$ cat src/rtl/rob_dispatch_if.sv
// rob_dispatch_if: rename-to-ROB allocation, FU completion and retire/free buses.
interface rob_dispatch_if #(
  parameter int TAG_W  = 4,
  parameter int PREG_W = 6,
  parameter int AREG_W = 5
);
  logic              alloc_valid;
  logic              alloc_ready;
  logic [6:0]        alloc_opcode;
  logic [AREG_W-1:0] alloc_rd;
  logic [PREG_W-1:0] alloc_pd;
  logic [PREG_W-1:0] alloc_old_pd;
  logic [TAG_W-1:0]  alloc_tag;
  logic              cmpl_valid;
  logic [TAG_W-1:0]  cmpl_tag;
  logic [31:0]       cmpl_result;
  logic              ret_valid;
  logic              ret_we;
  logic [AREG_W-1:0] ret_rd;
  logic [PREG_W-1:0] ret_pd;
  logic [31:0]       ret_data;
  logic              free_valid;
  logic [PREG_W-1:0] free_preg;
  logic [TAG_W:0]    count;
  modport master (
    output alloc_valid, alloc_opcode, alloc_rd, alloc_pd, alloc_old_pd,
           cmpl_valid, cmpl_tag, cmpl_result,
    input  alloc_ready, alloc_tag, ret_valid, ret_we, ret_rd, ret_pd, ret_data,
           free_valid, free_preg, count
  );
  modport slave (
    input  alloc_valid, alloc_opcode, alloc_rd, alloc_pd, alloc_old_pd,
           cmpl_valid, cmpl_tag, cmpl_result,
    output alloc_ready, alloc_tag, ret_valid, ret_we, ret_rd, ret_pd, ret_data,
           free_valid, free_preg, count
  );
endinterface

$ cat src/rtl/rob_dispatch.sv
// rob_dispatch: reorder buffer assigning in-order tags, recording OoO completions, retiring in order.
module rob_dispatch #(
  parameter int DEPTH  = 16,
  parameter int TAG_W  = 4,
  parameter int PREG_W = 6,
  parameter int AREG_W = 5
) (
  input logic         clk,
  input logic         rst_n,
  rob_dispatch_if.slave bus
);
  localparam logic [6:0] OP_SW = 7'b0100011;
  logic [TAG_W-1:0]  head, tail;
  logic [TAG_W:0]    count;
  logic [DEPTH-1:0]  valid, complete, has_dest;
  logic [AREG_W-1:0] rd_q  [DEPTH];
  logic [PREG_W-1:0] pd_q  [DEPTH];
  logic [PREG_W-1:0] old_q [DEPTH];
  logic [31:0]       res_q [DEPTH];
  logic              do_alloc, do_ret, do_cmpl;
  assign bus.alloc_ready = count != (TAG_W+1)'(DEPTH);
  assign bus.alloc_tag   = tail;
  assign bus.count       = count;
  assign do_alloc = bus.alloc_valid && bus.alloc_ready;
  assign do_ret   = valid[head] && complete[head];
  assign do_cmpl  = bus.cmpl_valid && valid[bus.cmpl_tag];
  always_ff @(posedge clk or negedge rst_n)
    if (!rst_n) begin
      head     <= '0;
      tail     <= '0;
      count    <= '0;
      valid    <= '0;
      complete <= '0;
    end else begin
      if (do_cmpl) complete[bus.cmpl_tag] <= 1'b1;
      if (do_ret) begin
        valid[head] <= 1'b0;
        head        <= head + 1'b1;
      end
      if (do_alloc) begin
        valid[tail]    <= 1'b1;
        complete[tail] <= 1'b0;
        tail           <= tail + 1'b1;
      end
      count <= count + (TAG_W+1)'(do_alloc) - (TAG_W+1)'(do_ret);
    end
  // payload carries no reset; valid bits gate every use
  always_ff @(posedge clk) begin
    if (do_alloc) begin
      has_dest[tail] <= bus.alloc_opcode != OP_SW;
      rd_q[tail]     <= bus.alloc_rd;
      pd_q[tail]     <= bus.alloc_pd;
      old_q[tail]    <= bus.alloc_old_pd;
    end
    if (do_cmpl) res_q[bus.cmpl_tag] <= bus.cmpl_result;
  end
  always_ff @(posedge clk or negedge rst_n)
    if (!rst_n) begin
      bus.ret_valid  <= 1'b0;
      bus.ret_we     <= 1'b0;
      bus.ret_rd     <= '0;
      bus.ret_pd     <= '0;
      bus.ret_data   <= '0;
      bus.free_valid <= 1'b0;
      bus.free_preg  <= '0;
    end else begin
      bus.ret_valid  <= do_ret;
      bus.free_valid <= do_ret && has_dest[head];
      if (do_ret) begin
        bus.ret_we    <= has_dest[head];
        bus.ret_rd    <= rd_q[head];
        bus.ret_pd    <= pd_q[head];
        bus.ret_data  <= res_q[head];
        bus.free_preg <= old_q[head];
      end
    end
endmodule

$ cat src/flat_wrapper.sv
// flat-port wrapper written by rule: the top's interface ports become plain ports
module rob_dispatch_flat 
#(
  parameter int DEPTH  = 16,
  parameter int TAG_W  = 4,
  parameter int PREG_W = 6,
  parameter int AREG_W = 5
)
  (clk, rst_n, bus_alloc_valid, bus_alloc_opcode, bus_alloc_rd, bus_alloc_pd, bus_alloc_old_pd, bus_cmpl_valid, bus_cmpl_tag, bus_cmpl_result, bus_alloc_ready, bus_alloc_tag, bus_ret_valid, bus_ret_we, bus_ret_rd, bus_ret_pd, bus_ret_data, bus_free_valid, bus_free_preg, bus_count);
  rob_dispatch_if #(.TAG_W(TAG_W), .PREG_W(PREG_W), .AREG_W(AREG_W)) bus_i ();
  input logic clk;
  input logic rst_n;
  input wire logic [$bits(bus_i.alloc_valid)-1:0] bus_alloc_valid;
  input wire logic [$bits(bus_i.alloc_opcode)-1:0] bus_alloc_opcode;
  input wire logic [$bits(bus_i.alloc_rd)-1:0] bus_alloc_rd;
  input wire logic [$bits(bus_i.alloc_pd)-1:0] bus_alloc_pd;
  input wire logic [$bits(bus_i.alloc_old_pd)-1:0] bus_alloc_old_pd;
  input wire logic [$bits(bus_i.cmpl_valid)-1:0] bus_cmpl_valid;
  input wire logic [$bits(bus_i.cmpl_tag)-1:0] bus_cmpl_tag;
  input wire logic [$bits(bus_i.cmpl_result)-1:0] bus_cmpl_result;
  output wire logic [$bits(bus_i.alloc_ready)-1:0] bus_alloc_ready;
  output wire logic [$bits(bus_i.alloc_tag)-1:0] bus_alloc_tag;
  output wire logic [$bits(bus_i.ret_valid)-1:0] bus_ret_valid;
  output wire logic [$bits(bus_i.ret_we)-1:0] bus_ret_we;
  output wire logic [$bits(bus_i.ret_rd)-1:0] bus_ret_rd;
  output wire logic [$bits(bus_i.ret_pd)-1:0] bus_ret_pd;
  output wire logic [$bits(bus_i.ret_data)-1:0] bus_ret_data;
  output wire logic [$bits(bus_i.free_valid)-1:0] bus_free_valid;
  output wire logic [$bits(bus_i.free_preg)-1:0] bus_free_preg;
  output wire logic [$bits(bus_i.count)-1:0] bus_count;
  assign bus_i.alloc_valid = bus_alloc_valid;
  assign bus_i.alloc_opcode = bus_alloc_opcode;
  assign bus_i.alloc_rd = bus_alloc_rd;
  assign bus_i.alloc_pd = bus_alloc_pd;
  assign bus_i.alloc_old_pd = bus_alloc_old_pd;
  assign bus_i.cmpl_valid = bus_cmpl_valid;
  assign bus_i.cmpl_tag = bus_cmpl_tag;
  assign bus_i.cmpl_result = bus_cmpl_result;
  assign bus_alloc_ready = bus_i.alloc_ready;
  assign bus_alloc_tag = bus_i.alloc_tag;
  assign bus_ret_valid = bus_i.ret_valid;
  assign bus_ret_we = bus_i.ret_we;
  assign bus_ret_rd = bus_i.ret_rd;
  assign bus_ret_pd = bus_i.ret_pd;
  assign bus_ret_data = bus_i.ret_data;
  assign bus_free_valid = bus_i.free_valid;
  assign bus_free_preg = bus_i.free_preg;
  assign bus_count = bus_i.count;
  rob_dispatch #(.DEPTH(DEPTH), .TAG_W(TAG_W), .PREG_W(PREG_W), .AREG_W(AREG_W)) u_core (.clk(clk), .rst_n(rst_n), .bus(bus_i));
endmodule
$ cat config.mk
export PLATFORM = sky130hd
export DESIGN_NAME = rob_dispatch_flat
export DESIGN_NICKNAME = d
export VERILOG_FILES = /design/src/rtl/rob_dispatch_if.sv /design/src/rtl/rob_dispatch.sv /design/src/flat_wrapper.sv
export SDC_FILE = /design/constraint.sdc
export NUM_CORES = 1
export LEC_CHECK = 0
export ABC_CLOCK_PERIOD_IN_PS = 8300
export CORE_ASPECT_RATIO = 1.75
export CORE_MARGIN = 3
export CORE_UTILIZATION = 30
export DETAILED_ROUTE_END_ITERATION = 7
export MAX_ROUTING_LAYER = met4
export PLACE_DENSITY = 0.5
export SETUP_SLACK_MARGIN = 0.5
export SLEW_MARGIN = 20
export SYNTH_ARGS = -nofsm -noshare
export SYNTH_HDL_FRONTEND = slang
export SYNTH_SLANG_ARGS = --single-unit
export TNS_END_PERCENT = 5
$ cat constraint.sdc
create_clock -name clk -period 8.3 [get_ports clk]
set_input_delay 1.245 -clock clk [delete_from_list [all_inputs] [get_ports clk]]
set_output_delay 1.245 -clock clk [all_outputs]
set_load 0.01 [all_outputs]
==> flow_summary.json <==
{
  "hold_path.class": "register to register",
  "synth-seq-area-share": 0.762,
  "postSynthAreaPerCell_um2": 23.7,
  "h-tree-depth": 3,
  "compound_gate_portion_of_the_synthesized_area": 0.0119,
  "gr-total-overflow": 0,
  "final_layout_worst_hold_slack_ns": 0.488,
  "ys_ff_latch": 897,
  "placementRows": 164,
  "final_max_slew_viol_count": 0,
  "final_layout_size_suffix_gt1_frac": 0.303,
  "cts_root_buf": "clkbuf_16",
  "fin_setup_tns_ns": 0,
  "drc": 0,
  "period_minus_slack_ns": 4.20,
  "multi_input_area_mm2": 0.00785,
  "critical_path_peak_fanout": 47,
  "pre_cts_ws_ns": 4.00,
  "grt_pass1_vias": 17200,
  "layout_setup_ws_ns": 4.10,
  "synth_area_in_xor_xnor": 0.00227,
  "grt_pass1_wl_um": 125000,
  "pwr_density_cell_mw_per_mm2": 334,
  "placed_cells": 3052,
  "pin_count_of_the_biggest_net_entering_global_routing": 107,
  "ant_nets": 0,
  "worst-endpoint-arrival_ns": 4.79,
  "placeableCoreArea_mm2": 0.115,
  "yosys_warning_total": 0,
  "post_cts.repair.setup_buffers": 0,
  "final-instance-count-excl-fill": 3215,
  "final-seq-area_mm2": 0.0265,
  "top_level_ports": 126,
  "critical_path_required_ns": 8.88,
  "netlist_top_cells_area": "edfxtp_1 (69%), mux4_2 (17%), dfrtp_1 (7.0%)",
  "rsz_0062_raised_after_global_routing": "no",
  "async_reset_ff_frac": 0.108,
  "postCtsHoldBufs": 0,
  "netlist_top_cells_count": "edfxtp_1 (800), mux4_2 (258), dfrtp_1 (97)",
  "min_period_over_period": 0.507,
  "synth_cell_type_count": 46,
  "clock_skew_ns": 0.0214,
  "dominantRegCellSynth": "edfxtp_1",
  "worst-setup-path-type": "register to register",
  "area.growth.synth_to_final_pct": 17.3,
  "buffer_depth_of_the_longest_clock_path": 3,
  "yosys-mux-area-fraction": 0.192,
  "postSynthNetCount": 1542,
  "final-setup-viol-count": 0,
  "netlist.area_leader.share": 0.692,
  "numClockSinks": 897,
  "hpwlAfterDp_um": 48000,
  "worst_skew_pair.late_latency_ns": 0.66,
  "synth_top_family_by_area": "multiplexers",
  "finalNetCount": 1720,
  "slew_headroom": 0.279,
  "worst_ir_drop_vdd_v": 0.000312,
  "r2r_setup_slack_ns": 4.10,
  "worst_pin_slew_ns": 1.08,
  "timing.max_cap.violations": 0,
  "detailedRoute.firstPassIterationCount": 5,
  "tritoncts": "yes",
  "clkSlewWorstSetupHoldPaths_ns": 0.07,
  "dr_total_vias": 15600,
  "power_leakage_nw": 12.8,
  "start_kind": "register",
  "yosys.area_share.adder": 0.00563,
  "die_x_um": 263,
  "synthSimpleGateAreaFrac": 0.0103,
  "start_util": 0.303,
  "fmax_ghz": 0.238,
  "p_total_w": 0.0136,
  "crit_path_end_kind": "register",
  "detail_route.vias_per_cell": 4.85,
  "wirelength_um": 85600,
  "synth.largest_area_cell": "edfxtp_1",
  "routabilityCongestion": 0.777,
  "route.detailed.wl_per_inst_um": 26.6,
  "run_status": "finished clean",
  "synth_cells": 1463,
  "synth_area_mm2": 0.0347,
  "synth_edf_count": 800,
  "ctsResizeCount": 0,
  "numPortBuffers": 125,
  "number_of_antenna_violations_at_the_first_check_in_global_routing": 13,
  "fp.dieH_um": 456,
  "cts_buffers": 81,
  "synth.most_common_cell": "edfxtp_1",
  "grtUsageTotal": 0.148,
  "timing_hold_violations_final": 0,
  "dr.first_iter.drc_count": 1156,
  "design.die.area_mm2": 0.120,
  "filler_cell_count": 10500
}
## layout by cell type (no fill, tap or decap), types with 9 or more instances in the layout
| cell | n |
|---|---|
| edfxtp_1 | 800 |
| mux4_2 | 258 |
| dfrtp_1 | 93 |
| nand3_1 | 10 |
| o31ai_1 | 9 |
| nor2_4 | 12 |
| clkbuf_16 | 82 |
| o22a_1 | 12 |
| nor2_2 | 12 |
| ha_1 | 14 |
| o21ai_0 | 9 |
| diode_2 | 12 |
| bufinv_16 | 11 |
| inv_1 | 18 |
| clkbuf_1 | 21 |
| clkinv_2 | 10 |
| clkdlybuf4s50_1 | 124 |
| buf_4 | 45 |
| mux2_2 | 47 |
## logic make-up (layout without fill, tap and decap cells)
kind of cell | count (synthesis) | after routing
AO/OA/AOI/OAI | 53 | 53
XOR/XNOR | 9 | 9
adder cells (fa/ha/maj) | 15 | 15
buffers and inverters | 95 | 341
flip-flops | 897 | 897
multiplexers | 322 | 322
other | 0 | 12
AND/OR/NAND/NOR | 72 | 72
## through the flow
stage / cell area (um2) / utilization
finish: 40700 / 0.355
global route: 40700 / 0.355
CTS: 40700 / 0.355
detailed placement: 37900 / 0.331
global placement: 37900 / 0.331
floorplan: 34700 / -
## layer usage
metal / up-vias / part of all wire / wire length, um / GRT usage
met5: - / 0 / 0 / -
met4: 0 / 0.027 / 2340 / 0.0455
met3: 134 / 0.046 / 3970 / 0.0305
met2: 362 / 0.53 / 45500 / 0.254
met1: 8527 / 0.39 / 33800 / 0.174
li1: 6577 / - / - / -
## cell type report
type	instances	share of cell area
Tap cell	1494	0.0459
Inverter	18	0.00166
Multi-Input combinational cell	471	0.193
Timing Repair Buffer	172	0.0398
Sequential cell	897	0.650
Clock inverter	40	0.0134
Clock buffer	111	0.0551
Antenna cell	12	0.000738
## worst max-delay path, stage by stage, from the launching register on
cell and delay (ns):
dfrtp_4 0.66, buf_4 0.78, mux4_2 0.46, a22oi_1 0.27, a22oi_2 0.16, buf_4 0.26, ha_1 0.29, inv_1 0.07
ha_1 0.18, inv_1 0.07, fa_1 0.42, inv_1 0.07, a21oi_1 0.07, o21bai_1 0.15, xnor2_1 0.13
## sequential cells by signal, summed over array words and instances (netlist names)
register	count
u_core.rd_q	80
u_core.has_dest	16
u_core.valid	16
u_core.bus.count	5
u_core.bus.ret_we	1
u_core.bus.alloc_tag	4
u_core.bus.ret_valid	1
u_core.bus.ret_pd	6
u_core.complete	16
u_core.bus.free_valid	1
u_core.bus.free_preg	6
u_core.res_q	512
u_core.head	4
u_core.bus.ret_data	32
u_core.pd_q	96
u_core.old_q	96
u_core.bus.ret_rd	5
## report_power, final
part           internal, W  switching (W)  total [W]
Clock              0.00226        0.00168    0.00393
Sequential         0.00537       0.000389    0.00576
Combinational      0.00208        0.00183    0.00391
Total              0.00971        0.00390     0.0136
## final timing paths
| check | to | cells past startpoint | from |
|---|---|---|---|
| min in group asynchronous | u_core.bus.ret_data[14] | 1 | rst_n |
| max in group asynchronous | u_core.head[0] | 2 | rst_n |
| worst min-delay path | u_core.complete[14] | 1 | u_core.complete[14] |
| worst max register to register | u_core.bus.count[4] | 14 | u_core.head[3] |
| worst min register to register | u_core.complete[14] | 1 | u_core.complete[14] |
| worst max-delay path | u_core.bus.count[4] | 14 | u_core.head[3] |
No activity file was read; power rests on OpenSTA's default activity.
